[config.mk]
export PLATFORM = sky130hd
export DESIGN_NAME = seg7_scan_driver
export DESIGN_NICKNAME = d
export VERILOG_FILES = /design/src/rtl/seg7_pkg.sv /design/src/rtl/seg7_decode.sv /design/src/rtl/seg7_scan_driver.sv
export SDC_FILE = /design/constraint.sdc
export NUM_CORES = 1
export LEC_CHECK = 0
export BUFFER_PORTS_ARGS = -buffer_cell sky130_fd_sc_hd__buf_2
export CELL_PAD_IN_SITES_DETAIL_PLACEMENT = 1
export CELL_PAD_IN_SITES_GLOBAL_PLACEMENT = 2
export CORE_ASPECT_RATIO = 0.9
export CORE_MARGIN = 4
export CORE_UTILIZATION = 38
export CTS_CLUSTER_DIAMETER = 30
export DETAILED_ROUTE_END_ITERATION = 6
export HOLD_SLACK_MARGIN = 0.02
export PLACE_DENSITY_LB_ADDON = 0.1
export SLEW_MARGIN = 5
export SYNTH_ARGS = -nofsm -noshare
export SYNTH_HDL_FRONTEND = slang
export SYNTH_SLANG_ARGS = --single-unit
export TNS_END_PERCENT = 50
[constraint.sdc]
create_clock -name clk -period 6 [get_ports clk]
set_input_delay 0 -clock clk [delete_from_list [all_inputs] [get_ports clk]]
set_output_delay 0 -clock clk [all_outputs]
set_load 0.1 [all_outputs]
[src/rtl/seg7_pkg.sv]
// Shared types, constants and glyph decode for the seg7 scan driver.
// Glyph patterns are active-low, bit0 = segment a.
package seg7_pkg;

  typedef enum logic [1:0] {
    IDLE = 2'd0,
    SHOW = 2'd1,
    GAP  = 2'd2
  } scan_state_t;

  localparam logic [6:0] SEG_OFF = 7'h7F;

  // Index 0 is the rightmost entry: 0..9, A, b, C, d, E, F
  localparam logic [15:0][6:0] GLYPH_TABLE = {
    7'h0E, 7'h06, 7'h21, 7'h46, 7'h03, 7'h08, 7'h10, 7'h00,
    7'h78, 7'h02, 7'h12, 7'h19, 7'h30, 7'h24, 7'h79, 7'h40
  };

  function automatic logic [6:0] glyph(input logic [3:0] nib);
    return GLYPH_TABLE[nib];
  endfunction

endpackage

[src/rtl/seg7_decode.sv]
// Combinational nibble -> active-low segment pattern, with a blank override.
module seg7_decode
  import seg7_pkg::*;
(
  input  logic [3:0] nibble,
  input  logic       blank,
  output logic [6:0] seg
);

  assign seg = blank ? SEG_OFF : glyph(nibble);

endmodule

[src/rtl/seg7_scan_driver.sv]
// Time-multiplexed common-anode 7-segment driver with a tear-free shadow register.
// Optional LEADING_ZERO_BLANK_EN blanks digits above the most significant nonzero nibble.
//
//   state | meaning
//   IDLE  | display dark, digit 0, counter cleared
//   SHOW  | one anode low, glyph of the current digit driven
//   GAP   | all off between digits (anti-ghosting)
module seg7_scan_driver
  import seg7_pkg::*;
#(
  parameter int NUM_DIGITS  = 4,
  parameter int DWELL_TICKS = 4,
  parameter int BLANK_TICKS = 1
) (
  input  logic                    clk,
  input  logic                    rst_n,
  input  logic                    enable,
  input  logic                    load,
  input  logic [4*NUM_DIGITS-1:0] value_in,
  input  logic [NUM_DIGITS-1:0]   dp_in,
  output logic [NUM_DIGITS-1:0]   an,
  output logic [6:0]              seg,
  output logic                    dp,
  output logic                    frame_done,
  output logic                    pending
);

  localparam int MAX_T = (DWELL_TICKS > BLANK_TICKS) ? DWELL_TICKS : BLANK_TICKS;
  localparam int CW    = (MAX_T > 1) ? $clog2(MAX_T) : 1;
  localparam int DW    = (NUM_DIGITS > 1) ? $clog2(NUM_DIGITS) : 1;

  localparam logic [CW-1:0] DWELL_LD   = CW'(DWELL_TICKS - 1);
  localparam logic [CW-1:0] BLANK_LD   = (BLANK_TICKS > 0) ? CW'(BLANK_TICKS - 1) : '0;
  localparam logic [DW-1:0] LAST_DIGIT = DW'(NUM_DIGITS - 1);

  scan_state_t state, state_n;
  logic [DW-1:0] digit, digit_n, digit_adv;
  logic [CW-1:0] cnt, cnt_n;
  logic          wrap;

  logic [4*NUM_DIGITS-1:0] disp_val, disp_val_n, shadow_val;
  logic [NUM_DIGITS-1:0]   disp_dp, disp_dp_n, shadow_dp;
  logic [3:0]              sel_nib;
  logic                    sel_dp;
  logic                    blank;
  logic [6:0]              seg_dec;

  assign digit_adv = (digit == LAST_DIGIT) ? '0 : digit + DW'(1);

  always_ff @(posedge clk) begin
    if (!rst_n) begin
      state <= IDLE;
      digit <= '0;
      cnt   <= '0;
    end else begin
      state <= state_n;
      digit <= digit_n;
      cnt   <= cnt_n;
    end
  end

  // Counters are down-counters loaded on state entry; terminal count is zero.
  always_comb begin
    state_n = state;
    digit_n = digit;
    cnt_n   = cnt;
    wrap    = 1'b0;
    if (!enable) begin
      state_n = IDLE;
      digit_n = '0;
      cnt_n   = '0;
    end else begin
      case (state)
        IDLE: begin
          state_n = SHOW;
          digit_n = '0;
          cnt_n   = DWELL_LD;
        end
        SHOW: begin
          if (cnt != '0) begin
            cnt_n = cnt - CW'(1);
          end else if (BLANK_TICKS == 0) begin
            digit_n = digit_adv;
            cnt_n   = DWELL_LD;
            wrap    = (digit == LAST_DIGIT);
          end else begin
            state_n = GAP;
            cnt_n   = BLANK_LD;
          end
        end
        GAP: begin
          if (cnt != '0) begin
            cnt_n = cnt - CW'(1);
          end else begin
            state_n = SHOW;
            digit_n = digit_adv;
            cnt_n   = DWELL_LD;
            wrap    = (digit == LAST_DIGIT);
          end
        end
        default: begin
          state_n = IDLE;
          digit_n = '0;
          cnt_n   = '0;
        end
      endcase
    end
  end

  // A load landing on the commit edge bypasses the shadow.
  always_comb begin
    disp_val_n = disp_val;
    disp_dp_n  = disp_dp;
    if (wrap) begin
      if (load) begin
        disp_val_n = value_in;
        disp_dp_n  = dp_in;
      end else if (pending) begin
        disp_val_n = shadow_val;
        disp_dp_n  = shadow_dp;
      end
    end
  end

  assign sel_nib = disp_val_n[{digit_n, 2'b00} +: 4];
  assign sel_dp  = disp_dp_n[digit_n];

`ifdef LEADING_ZERO_BLANK_EN
  logic [DW-1:0] msd;

  always_comb begin
    msd = '0;
    for (int k = 0; k < NUM_DIGITS; k++) begin
      if (disp_val_n[4*k +: 4] != 4'h0) msd = DW'(k);
    end
  end

  assign blank = (digit_n > msd);
`else
  assign blank = 1'b0;
`endif

  seg7_decode u_decode (
    .nibble (sel_nib),
    .blank  (blank),
    .seg    (seg_dec)
  );

  always_ff @(posedge clk) begin
    if (!rst_n) begin
      an         <= '1;
      seg        <= SEG_OFF;
      dp         <= 1'b1;
      frame_done <= 1'b0;
      pending    <= 1'b0;
      disp_val   <= '0;
      disp_dp    <= '0;
      shadow_val <= '0;
      shadow_dp  <= '0;
    end else begin
      disp_val   <= disp_val_n;
      disp_dp    <= disp_dp_n;
      frame_done <= wrap;
      if (state_n == SHOW) begin
        an  <= ~(NUM_DIGITS'(1) << digit_n);
        seg <= seg_dec;
        dp  <= ~sel_dp;
      end else begin
        an  <= '1;
        seg <= SEG_OFF;
        dp  <= 1'b1;
      end
      if (load) begin
        shadow_val <= value_in;
        shadow_dp  <= dp_in;
      end
      if (wrap)      pending <= 1'b0;
      else if (load) pending <= 1'b1;
    end
  end

endmodule

==> results.md <==
- The critical path required time is 6.26 ns.
- For the worst setup path, the data arrival time is 3.53 ns.
- Global routing used 19.0% of the available tracks across all layers.
- Headroom to the max-slew limit came out at 41.3%.
- The post-cts resize count is 0.
- The slack of the worst reg-to-reg path is 2.73 ns.
- The leakage power is 1.43 nW.
- The measured slew at the worst slew-check pin is 0.879 ns.
- The quantity of I/O buffers inserted on ports is 37.
- After the first detailed-routing iteration, the DRC count stood at 104.
- The post-layout net count is 412.
- The worst hold path terminates at cnt[0]$_SDFF_PN0_.
- In the layout the commonest cells are dfxtp_1 (60), buf_2 (37), nor2_1 (33).
- The floorplan step defined a die boundary enclosing 9260 um2.
- The number of cells on the worst reg-to-reg path is 13.
- The signal on the critical path passes through inv_1 > ha_1 > and4_4 > nand2_2 > o22ai_1 > a21oi_1 > o211ai_1 > nand3_1 > inv_1 > ha_1 > mux2i_1 > and3_1 > a31oi_1.
- At the later pin of the worst-skew pair, clock insertion delay measures 0.33 ns.
- The synthesized netlist contains 50 unique library cells.
- In this run the horizontal extent of the chip is 101 um.
- The clock tree from TritonCTS is built.
- The worst-case IR drop observed on VDD is 0.000148 V.
- After filler insertion, the fill cell instance count of the layout stands at 895.
- The congestion estimate from routability-driven global placement came to 0.801.
- In the synthesized netlist the async set-or-reset flop fraction comes to 0%.
- The maximum buffer depth of the clock tree is 2.
- The number of pins with negative max-slew slack in the final report came to 0.
- Along the worst hold path, the cell count comes to 3.
- The maximum number of pins on one net before global-route repair is 38.
- The biggest area contributor in the post-synthesis netlist is dfxtp_1.
- Sequential cells were found to cover 40.6% of the synthesized design area.
- Along the worst path, the maximum fanout reaches 31.
- The average size of a mapped cell is 9.10 um2.
- The areal power density over the cells is 258 nW/um2.
- Counting buffers and inverters, the worst setup path is 13 cells deep.
- The count of nets left with antenna violations once routing finished came out at 0.
- The number of CTS-inserted buffers is 9.
- The share of the core filled with cells is 47.3%.
- Including well taps, the total number of placed cells is 438.
- The class of the worst hold path is input port to flop.
- Adding up every negative setup slack in the final design gives 0 ns.
- For this design, the sink count on the clock tree is 60.
- Counting I/O delays and the setup requirement, the final critical path takes 3.27 ns.
- The worst setup path category is flop to flop.
- The number of instances in the synthesized netlist is 325.
- The number of antenna diodes in the final layout is 0.
- The final critical-path share of the clock period is 54.6%.
- On the critical path, the stage with the largest delay is an instance of and4_4.
- After synthesis, the cell types taking the most area are dfxtp_1 (41%), mux2i_1 (7.4%), ha_1 (5.9%).
- After floorplanning, the core was divided into 30 placement rows.
- The CTS clock-pin slew for the worst setup and hold paths is 0.07 ns.
- The share of post-route cells with drive strength above 1 is 18.2%.
- The run finished with clean final reports.
- The number of nets in the synthesized netlist is 363.
- Between clock sinks in the finished design, the worst skew comes to 0.00466 ns.
- The height of the die is 91.7 um.
- Of the post-synthesis cell area, the dominant cell type holds 40.6%.
- The number of register bits inferred by synthesis is 60.
- The netlist area before placement is 2960 um2.
- The tightest hold margin is 0.0363 ns.
- The overall power after layout is 0.000922 W.
- After detailed routing, the average wire length per cell comes to 17.2 um.
- The Yosys step of the flow raised 0 warnings.
- The launch point of the critical path is cnt[0]$_SDFF_PN0_.
- The effective utilization at floorplan is 39.2%.
- The post-detailed-placement half-perimeter wirelength is 5.56 mm.
- The number of buffers and inverters on the critical path is 2.
- The number of levels in the clock H-tree is 3.
- The placeable core region is 7540 um2.
- The routed wire length is 8.17 mm.
- The finished layout holds 475 standard cells, fillers aside.
- The launching element type of the critical path is a flop.
- The most common library cell in the layout ignoring fill and taps is dfxtp_1.
- The via count of the first global-routing pass came to 2,736.
- The nature of the critical path endpoint is a flop.
- The number of hold-slack violations in the final timing report is 0.
- The first global-routing pass estimated 13.9 mm of wire.
- The total setup violations reported at the end of the flow is 0.
- The buffers inserted during post-CTS setup optimization is 0.
- For this run, the detailed router's first-pass iteration total came to 4.
- The overflow left after global routing is 0.
- The number of antenna violations at the first check in global routing was 0.
- Derived from the worst setup path, the maximum achievable clock frequency is 0.306 GHz.
- The highest cell delay on the worst timing path is 0.56 ns.
- In this design, the largest share of critical-path delay is due to simple AND/OR/NAND/NOR gates.
- The synthesized design contains 0 enable-type register cells.
- The buffer cell driving the clock tree root is clkbuf_8.
- The tool flagged a number of max-cap violations equal to 0.
- The top flip-flop cell by instance count after synthesis is dfxtp_1.
- The area growth from synthesis to layout is 20.6%.
- The routed via count divided by cell count is 5.54.
- The endpoint identified for the worst register-to-register timing path is seg[3]$_SDFF_PN1_.
- The start point of the worst min-delay path is rst_n.
- After detailed routing, the number of remaining DRC violations is 0.
- The startpoint identified for the worst register-to-register timing path is cnt[0]$_SDFF_PN0_.
- For this design the top-level I/O count stands at 38.
- The number of vias in the routed layout is 2,630.
- Setup repair after global routing left no endpoint under its margin.
-- how the worst max path moves through the flow --
stage / end / slack (ns)
after floorplan: seg[3]$_SDFF_PN1_ / 3.10
after global placement: seg[5]$_SDFF_PN1_ / 2.84
after detailed placement: seg[3]$_SDFF_PN1_ / 2.75
after CTS: seg[3]$_SDFF_PN1_ / 2.71
after global routing: seg[5]$_SDFF_PN1_ / 2.36
final: seg[3]$_SDFF_PN1_ / 2.73
-- cell usage after synthesis (2+ instances only) --
cell type and instances:
buf_4 3, o22ai_1 17, inv_1 9, and2_1 9, ha_1 14, nand4_1 4, mux2i_1 22, inv_2 4
nor3_1 3, a31oi_1 9, nand2_1 26, dfxtp_1 60, nand3_1 14, nor2_1 33, o21ai_0 4, a21oi_1 14
o211a_1 2, nor2b_1 4, o221ai_1 9, o211ai_1 8, a32oi_1 9, clkbuf_1 5, or2_1 2, buf_1 4
and3_1 2, nand2_2 2, buf_2 4, buf_6 4, o21ai_1 4
-- worst min-delay path, cell delays in order --
cell and delay (ns):
buf_2 0.18, nand2_1 0.10, a21oi_1 0.04
-- area by class of cell --
type | instances | area (um2) | share of cell area (%)
sequential | 60 | 1200 | 33.6
clock buffer | 11 | 141 | 3.96
timing repair buffer | 58 | 395 | 11.1
multi-input combinational | 232 | 1590 | 44.5
inverter | 13 | 48.8 | 1.37
clock inverter | 5 | 75.1 | 2.10
tap | 96 | 120 | 3.36
-- flip-flops by register name, summed over array words and instances, names as in the netlist --
register    count
state           2
dp              1
shadow_dp       4
seg             7
disp_val       16
an              4
shadow_val     16
cnt             2
digit           2
disp_dp         4
frame_done      1
pending         1
-- layer usage --
metal / wire length (um) / global-route usage, % / vias to the layer above / share of wire (%)
met1: 3840 / 24.9 / 1277 / 47
met3: 275 / 4.18 / 9 / 3.4
met2: 3960 / 30.9 / 52 / 48
li1: - / - / 1292 / -
met5: 0 / 0 / - / 0
met4: 93 / 5.98 / 0 / 1.1
-- power by group --
| part | internal, W | switching (W) | leakage, nW | total, W |
|---|---|---|---|---|
| Clock | 0.000243 | 0.000156 | 0.113 | 0.000399 |
| Combinational | 0.0000346 | 0.0000673 | 0.829 | 0.000102 |
| Sequential | 0.000411 | 0.0000101 | 0.490 | 0.000421 |
-- metrics by stage --
step	setup WS [ns]	area (um2)
floorplan	3.10	2960
global placement	2.84	3140
detailed placement	2.75	3140
CTS	2.71	3570
global route	2.36	3570
finish	2.73	3570
-- cells by family (layout without fill, tap and decap cells) --
family                     after synthesis  in the layout  synth area share [%]
adders and majority gates               14             14                  5.92
AOI/OAI and AO/OA                       86             86                  21.3
and+or+nand+nor                        109            109                  18.5
muxes                                   23             23                  7.95
buffers and inverters                   33             87                  5.75
DFF                                     60             60                  40.6
-- what timing repair did --
action / CTS / global route
endpoints found under the hold margin: 22 / 0
setup endpoints to repair: 0 / 0
hold buffers: 21 / 0
(Power assumes the default switching activity.)
